File: src/rtl/cpu_div_unit.sv
// cpu_div_unit: iterative restoring divider for DIV/DIVU/REM/REMU in the
// execute stage. A normal divide stalls the pipeline for 33 cycles and
// presents its result in the DONE cycle. Divide-by-zero and signed overflow
// are answered combinationally in the start cycle without stalling.
module cpu_div_unit #(
   parameter int XLEN = 32
) (
   input  logic            clk,
   input  logic            rst,
   input  logic            start,
   input  logic [1:0]      op,
   input  logic [XLEN-1:0] dividend,
   input  logic [XLEN-1:0] divisor,
   input  logic            flush,
   output logic            stall_req,
   output logic            result_valid,
   output logic [XLEN-1:0] result
);

   typedef enum logic [1:0] {IDLE, RUN, DONE} state_t;

   state_t          state_q, state_d;
   logic            rem_sel_q, rem_sel_d;   // 1: remainder wanted (op[1])
   logic            qneg_q, qneg_d;         // negate quotient at the end
   logic            rneg_q, rneg_d;         // negate remainder at the end
   logic [5:0]      cnt_q, cnt_d;
   logic [XLEN-1:0] rem_q, rem_d;
   logic [XLEN-1:0] quo_q, quo_d;
   logic [XLEN-1:0] dvsr_q, dvsr_d;
   logic [XLEN-1:0] result_q, result_d;

   logic            is_signed, a_neg, b_neg;
   logic            div_zero, sgn_ovf, fast_hit;
   logic [XLEN-1:0] fast_val;
   logic [XLEN:0]   rem_sh, trial;
   logic [XLEN-1:0] step_rem, step_quo, fin_rem, fin_quo;

   // Operand decode and one restoring step of the {remainder, quotient} pair
   always_comb begin
      is_signed = ~op[0];
      a_neg     = is_signed & dividend[XLEN-1];
      b_neg     = is_signed & divisor[XLEN-1];
      div_zero  = (divisor == '0);
      sgn_ovf   = is_signed && (dividend == {1'b1, {(XLEN-1){1'b0}}})
                            && (divisor == '1);
      fast_hit  = div_zero | sgn_ovf;
      if (div_zero)
         fast_val = op[1] ? dividend : '1;
      else
         fast_val = op[1] ? '0 : {1'b1, {(XLEN-1){1'b0}}};

      // 33-bit trial subtract: the shifted remainder can exceed 32 bits.
      rem_sh   = {rem_q, quo_q[XLEN-1]};
      trial    = rem_sh - {1'b0, dvsr_q};
      step_rem = trial[XLEN] ? rem_sh[XLEN-1:0] : trial[XLEN-1:0];
      step_quo = {quo_q[XLEN-2:0], ~trial[XLEN]};
      fin_quo  = qneg_q ? -step_quo : step_quo;
      fin_rem  = rneg_q ? -step_rem : step_rem;
   end

   // Next-state, datapath next values and outputs
   always_comb begin
      state_d      = state_q;
      rem_sel_d    = rem_sel_q;
      qneg_d       = qneg_q;
      rneg_d       = rneg_q;
      cnt_d        = cnt_q;
      rem_d        = rem_q;
      quo_d        = quo_q;
      dvsr_d       = dvsr_q;
      result_d     = result_q;
      stall_req    = 1'b0;
      result_valid = 1'b0;
      result       = result_q;
      case (state_q)
         IDLE: begin
            if (start && !flush) begin
               if (fast_hit) begin
                  result_valid = 1'b1;
                  result       = fast_val;
                  result_d     = fast_val;
               end else begin
                  stall_req = 1'b1;
                  rem_sel_d = op[1];
                  qneg_d    = a_neg ^ b_neg;
                  rneg_d    = a_neg;
                  quo_d     = a_neg ? -dividend : dividend;
                  dvsr_d    = b_neg ? -divisor : divisor;
                  rem_d     = '0;
                  cnt_d     = 6'd32;
                  state_d   = RUN;
               end
            end
         end
         RUN: begin
            stall_req = 1'b1;
            rem_d     = step_rem;
            quo_d     = step_quo;
            cnt_d     = cnt_q - 6'd1;
            if (cnt_q == 6'd1) begin
               state_d = DONE;
               if (!flush)
                  result_d = rem_sel_q ? fin_rem : fin_quo;
            end
         end
         DONE: begin
            // start is still the same instruction here, so it is ignored.
            result_valid = ~flush;
            state_d      = IDLE;
         end
         default: state_d = IDLE;
      endcase
      if (flush)
         state_d = IDLE;
   end

   // State and datapath registers
   always_ff @(posedge clk) begin
      if (rst) begin
         state_q   <= IDLE;
         rem_sel_q <= 1'b0;
         qneg_q    <= 1'b0;
         rneg_q    <= 1'b0;
         cnt_q     <= '0;
         rem_q     <= '0;
         quo_q     <= '0;
         dvsr_q    <= '0;
         result_q  <= '0;
      end else begin
         state_q   <= state_d;
         rem_sel_q <= rem_sel_d;
         qneg_q    <= qneg_d;
         rneg_q    <= rneg_d;
         cnt_q     <= cnt_d;
         rem_q     <= rem_d;
         quo_q     <= quo_d;
         dvsr_q    <= dvsr_d;
         result_q  <= result_d;
      end
   end

endmodule

File: config.mk
export PLATFORM = sky130hd
export DESIGN_NAME = cpu_div_unit
export DESIGN_NICKNAME = d
export VERILOG_FILES = /design/src/rtl/cpu_div_unit.sv
export SDC_FILE = /design/constraint.sdc
export NUM_CORES = 1
export LEC_CHECK = 0
export BUFFER_PORTS_ARGS = -buffer_cell sky130_fd_sc_hd__buf_2
export CAP_MARGIN = 10
export CORE_MARGIN = 5
export CORE_UTILIZATION = 45
export CTS_BUF_LIST = sky130_fd_sc_hd__clkbuf_8 sky130_fd_sc_hd__clkbuf_16
export DETAILED_ROUTE_END_ITERATION = 8
export GPL_TIMING_DRIVEN = 1
export PLACE_DENSITY = 0.73
export RECOVER_POWER = 25
export SLEW_MARGIN = 40
export SYNTH_ARGS = -nofsm -noshare
export SYNTH_HDL_FRONTEND = slang
export SYNTH_SLANG_ARGS = --single-unit
File: constraint.sdc
create_clock -name clk -period 14 [get_ports clk]
set_input_delay 1.4 -clock clk [delete_from_list [all_inputs] [get_ports clk]]
set_output_delay 1.4 -clock clk [all_outputs]
set_load 0.01 [all_outputs]
==> impl_metrics.tcl, run 1 <==
set metrics [dict create \
    clk_pin_slew_ns 0.06 \
    grt_usage_pct 27.5 \
    whs_ns 0.455 \
    rr_endpoint "result_q[26]" \
    yosys.area_share.simple_pct 26.6 \
    fin_util_pct 50.7 \
    rrSetupSlack_ns 7.56 \
    fillers 2536 \
    grt_overflow_total 0 \
    via_per_inst 6.38 \
    root_buffer "clkbuf_16" \
    timing_hold_violations_final 0 \
    cts_setup_buffers 0 \
    yosysSeqAreaShare_pct 23.1 \
    power_density_mw_per_mm2 89.5 \
    io_pins 104 \
    fmax_mhz 151 \
    avgSynthCellArea_um2 7.02 \
    clkSinkCount 139 \
    startpoint_type "input port" \
    synth_cell_types 82 \
    diodes 0 \
    port_buffers 103 \
    synthMuxAreaShare_pct 3.51 \
    cts-htree-levels 4 \
    finClkSkew_ns 0.0176 \
    min_path_cells 2 \
    final_area_mm2 0.0133 \
    r2r_start "quo_q[31]" \
    syn_to_final_growth_pct 10.3 \
    cts-buffers-inserted 17 \
    cp_max_fo 34 \
    nets 1855 \
    ys_async_sr_fraction_pct 0 \
    period_minus_slack_ns 6.61 \
    yosys.area_share.adder_pct 4.22 \
    antenna_found_initial 0 \
    final_max_slew_viol_count 92 \
    grt_pass1_vias 12300 \
    worst_slew_pin_slew_ns 2.16 \
    regArea_mm2 0.00278 \
    drt-total-wl_mm 43.2 \
    initial_core_util_pct 46.0 \
    core_area_mm2 0.0262 \
    multi_input_area_mm2 0.00865 \
    syn_inst 1716 \
    clockBufferDepth 2 \
    worstHoldStart "result_q[6]" \
    endpoint_kind "output pin" \
    die_area_mm2 0.0301 \
    setup_viol 0 \
    clkLatencyLatePin_ns 0.45 \
    violations "capacitance limit, slew limit" \
    first_pass_iters 6 \
    ys_ff_latch 139 \
    ant_nets 0 \
    routedWlPerCell_um 20.6 \
    synth_edf_count 0 \
    p_leak_uw 0.00499 \
    drc 0 \
    critical_path_required_ns 12.60 \
    grt_pass1_wl_mm 67.9 \
    die_w_um 174 \
    synth_ff_type "dfxtp_1" \
    drtIter0Drc 1723 \
    place_area_mm2 0.0128 \
    outcome "finished, violations left" \
    dp_hpwl_mm 32.1 \
    yosys_warnings 0 \
    synth_area_mm2 0.0120 \
    synth_top_family_by_area "compound AO/OA/AOI/OAI gates" \
    vias 13400 \
    synth_compound_area_share_pct 27.2 \
    die_h_um 174 \
    cts_resized 0 \
    reg2regPathDepth 22 \
    fin_crit_sh_pct 47.2 \
    synth_xor_area_share_pct 9.74 \
    arrival_ns 5.21 \
    hold_buffers 0 \
    hp-class "register to register" \
    drive_gt1_share_pct 10.5 \
    gp_routability_congestion 1.03 \
    synth_fp_nets 1826 \
    setup_tns_ns 0 \
    slew_headroom_pct -43.8 \
    path_class "input port to output pin" \
    rsz0062_at_grt "no" \
    cts_tree "done" \
    grt_max_degree 104 \
    max-vdd-ir-drop_uv 52.4 \
    cap_viol_max_count 2 \
    rows 59 \
    hold_end "result_q[6]" \
]
[per-layer routing]
metal / GRT usage, % / vias up / part of all wire, %
li1: - / 6288 / -
met1: 38.9 / 6243 / 44
met2: 43.2 / 719 / 44
met3: 5.43 / 105 / 9.5
met4: 6.90 / 0 / 2.8
met5: 0 / - / 0
[where the power goes]
group / total, uW / internal, uW / switching (uW)
clock: 445 / 233 / 212
combinational: 308 / 110 / 198
sequential: 436 / 415 / 21.3
total: 1190 / 758 / 431
[synthesized netlist by cell type (9+ instances only)]
cell type	instances	area, um^2
and2_1	15	93.8
o21ai_0	120	601
nand2b_1	18	113
a211oi_1	43	323
inv_1	58	218
nor3_1	62	310
nor2_1	228	856
o31ai_1	30	225
xnor2_1	78	683
a21o_1	19	143
nor2b_1	9	56.3
a211o_1	10	87.6
o211ai_1	24	180
nor4_1	30	188
and3_1	10	62.6
xor2_1	56	490
nand3_1	27	135
clkbuf_1	90	338
nand2_1	183	687
ha_1	39	488
or4_1	14	105
buf_2	14	70.1
or3_1	28	175
a21oi_1	116	581
nand4_1	24	150
dfxtp_1	139	2780
mux2i_1	34	340
o41ai_1	14	123
a31oi_1	47	294
[registers in the layout, summed over array words and instances (netlist names)]
| register | count |
|---|---|
| cnt_q | 6 |
| dvsr_q | 32 |
| qneg_q | 1 |
| quo_q | 32 |
| rem_q | 32 |
| rem_sel_q | 1 |
| result_q | 32 |
| rneg_q | 1 |
| state_q | 2 |
[metrics by stage]
step	worst slack [ns]	std cells	power, uW
CTS	7.47	2093	1180
finish	7.39	2093	1190
global placement	7.29	2061	738
floorplan	8.54	1716	650
detailed placement	7.48	2061	742
global route	7.13	2093	1240
[layout by cell type (no fill, tap or decap), types with 27 or more instances in the layout]
master    count
nor2_1      228
nand2_1     182
dfxtp_1     139
o21ai_0     120
a21oi_1     116
buf_2        99
xnor2_1      78
nor3_1       62
inv_1        57
xor2_1       56
a31oi_1      46
a211oi_1     43
ha_1         39
mux2i_1      34
nor4_1       29
o31ai_1      29
or3_1        28
nand3_1      27
[logic make-up (layout without fill, tap and decap cells)]
family	count (synthesis)	count (layout)
adders and majority gates	40	40
DFF	139	139
muxes	41	41
and+or+nand+nor	682	682
xor gates and xnor gates	134	134
AOI/OAI and AO/OA	507	507
buffers and inverters	173	215
[final cells by class]
| class | instances | share of cell area (%) |
|---|---|---|
| clock buffer | 17 | 3.20 |
| clock inverter | 15 | 0.989 |
| inverter | 60 | 1.69 |
| multi-input combinational | 1404 | 65.1 |
| sequential | 139 | 20.9 |
| tap | 335 | 3.15 |
| timing repair buffer | 123 | 4.94 |
[worst max path at each step]
stage | slack (ns) | endpoint | startpoint
after global placement | 7.29 | result[15] | dividend[24]
final | 7.39 | result[15] | dividend[5]
after detailed placement | 7.48 | result[15] | dividend[5]
after CTS | 7.47 | result[15] | dividend[24]
after global routing | 7.13 | result[15] | dividend[5]
after floorplan | 8.54 | result[31] | divisor[19]
[critical path: stages]
cell and delay [ns]:
clkbuf_1 0.12, nor3_1 0.35, nand2_1 0.16, nor4_1 0.38, nand2_1 0.17, or3_1 0.48, nor4_1 0.42, nor2_1 0.19
nor2_2 0.47, nand2_2 0.53, a22o_1 0.38, buf_2 0.14
(Power assumes the default switching activity.)
==> run 2: changes to the inputs <==
clock period = 6.5 ns   (was 14 ns; I/O delays follow)
==> impl_metrics.tcl, run 2 (synthesis results as in run 1) <==
set metrics [dict create \
    rsz0062_at_grt "no" \
    drt-total-wl_mm 43.6 \
    dp_cells 2061 \
    endpoint_kind "register" \
    die_w_um 174 \
    arrival_ns 5.80 \
    layout_commonest_cell "nor2_1" \
    hp-class "register to register" \
    fmax_mhz 181 \
    routedWlPerCell_um 20.8 \
    slowest_stage "nor3_1" \
    die_area_mm2 0.0301 \
    clock_power_share_pct 38.2 \
    via_per_inst 6.42 \
    cap_viol_max_count 3 \
    total_power_uw 2600 \
    setup_ws_ns 0.986 \
    antenna_found_initial 0 \
    vias 13400 \
    fin_crit_sh_pct 84.8 \
    path_class "register to register" \
    die_h_um 174 \
    port_buffers 103 \
    cp_cell_sequence "inv_1 > ha_1 > inv_1 > fa_1 > a211oi_2 > o21ai_1 > o2111a_1 > o2111ai_1 > a211oi_4 > clkinv_1 > ha_1 > nand2b_1 > or3_1 > nor3_1 > nand2_1 > or4_1 > o41ai_1 > xnor2_1 > o2111ai_1 > a21oi_1" \
    max-vdd-ir-drop_uv 133 \
    cts_setup_buffers 0 \
    grt_usage_pct 27.6 \
    drive_gt1_share_pct 10.5 \
    worst_slew_pin_slew_ns 2.23 \
    first_pass_iters 6 \
    clk_pin_slew_ns 0.07 \
    drc 0 \
    p_comb_share_pct 25.7 \
    reg2regPathDepth 20 \
    critPathTopFamily "simple AND/OR/NAND/NOR gates" \
    clkLatencyLatePin_ns 0.44 \
    dpl_worst_slack_ns 1.15 \
    outcome "finished, violations left" \
    timing_hold_violations_final 0 \
    setup_viol 0 \
    grt_pass1_wl_mm 68.6 \
    startpoint_type "register" \
    grt_max_degree 88 \
    final_max_slew_viol_count 135 \
    min_path_cells 2 \
    cts-htree-levels 4 \
    root_buffer "clkbuf_16" \
    diodes 0 \
    dp_hpwl_mm 32.4 \
    layout.cells.most_common_list "228 x nor2_1, 183 x nand2_1, 138 x dfxtp_1" \
    cts-buffers-inserted 17 \
    path_buf_inv 3 \
    initial_core_util_pct 46.0 \
    critical_path_required_ns 6.79 \
    core_area_mm2 0.0262 \
    swShare_pct 35.5 \
    pwr-share-seq_pct 36.0 \
    grt_overflow_total 0 \
    io_pins 104 \
    power_density_mw_per_mm2 195 \
    finClkSkew_ns 0.0111 \
    cp_max_fo 11 \
    clockBufferDepth 2 \
    fin_util_pct 50.8 \
    violations "capacitance limit, slew limit" \
    gp_routability_congestion 0.967 \
    cts_tree "done" \
    slew_headroom_pct -48.9 \
    clkSinkCount 139 \
    rrSetupSlack_ns 0.99 \
    p_leak_uw 0.00499 \
    slowest_delay_ns 0.62 \
    period_minus_slack_ns 5.51 \
    ant_nets 0 \
    power_switching_uw 924 \
    hold_buffers 0 \
    grt_pass1_vias 12300 \
    drtIter0Drc 1470 \
    cts_resized 0 \
    rows 59 \
    syn_to_final_growth_pct 10.5 \
    setup_tns_ns 0 \
    cell_internal_pwr_uw 1680 \
    finalNonFillerCells 2092 \
    critical_path_depth 20 \
    nets 1855 \
]
## run 2: changes by cell type in the layout (fill, tap and decap cells not counted), sizes merged
cell / previous run / this run
inv: 66 / 64
bufinv: 0 / 1
clkbuf: 24 / 25
clkinvlp: 5 / 4
## run 2: tightest hold or removal path, delay by kind of cell, from the launching register on
kind               cells  cell delay (ns)
DFF                    1             0.31
and+or+nand+nor        1             0.05
AOI/OAI and AO/OA      1             0.05
## run 2: metal layers
| metal | vias up | wire length [um] | global-route usage [%] |
|---|---|---|---|
| li1 | 6285 | - | - |
| met1 | 6301 | 18600 | 38.1 |
| met2 | 719 | 19300 | 42.9 |
| met3 | 129 | 4120 | 5.50 |
| met4 | 0 | 1580 | 10.3 |
| met5 | - | 0 | 0 |
## run 2: area by class of cell
class / count / area (um^2)
clock buffer: 18 / 439
timing repair buffer: 123 / 651
clock inverter: 13 / 135
inverter: 60 / 225
sequential: 139 / 2780
fill: 2602 / 12900
tap: 335 / 419
multi-input combinational: 1404 / 8650
## run 2: power groups by stage
stage | clock, uW | sequential, uW | combinational [uW]
detailed placement | 0 | 954 | 649
finish | 994 | 937 | 670
global route | 1030 | 942 | 724
global placement | 0 | 953 | 643
floorplan | 0 | 940 | 460
CTS | 994 | 935 | 653
## run 2: worst paths after layout
check	from	end
hold reg to reg	result_q[6]	result_q[6]
hold / removal	result_q[6]	result_q[6]
setup / recovery	quo_q[31]	result_q[26]
setup reg to reg	quo_q[31]	result_q[26]
## run 2: metrics by stage
step | cell area (um^2) | hold slack [ns]
floorplan | 12000 | 0.432
global placement | 12700 | 0.440
detailed placement | 12800 | 0.446
CTS | 13300 | 0.456
global route | 13300 | 0.474
finish | 13300 | 0.456
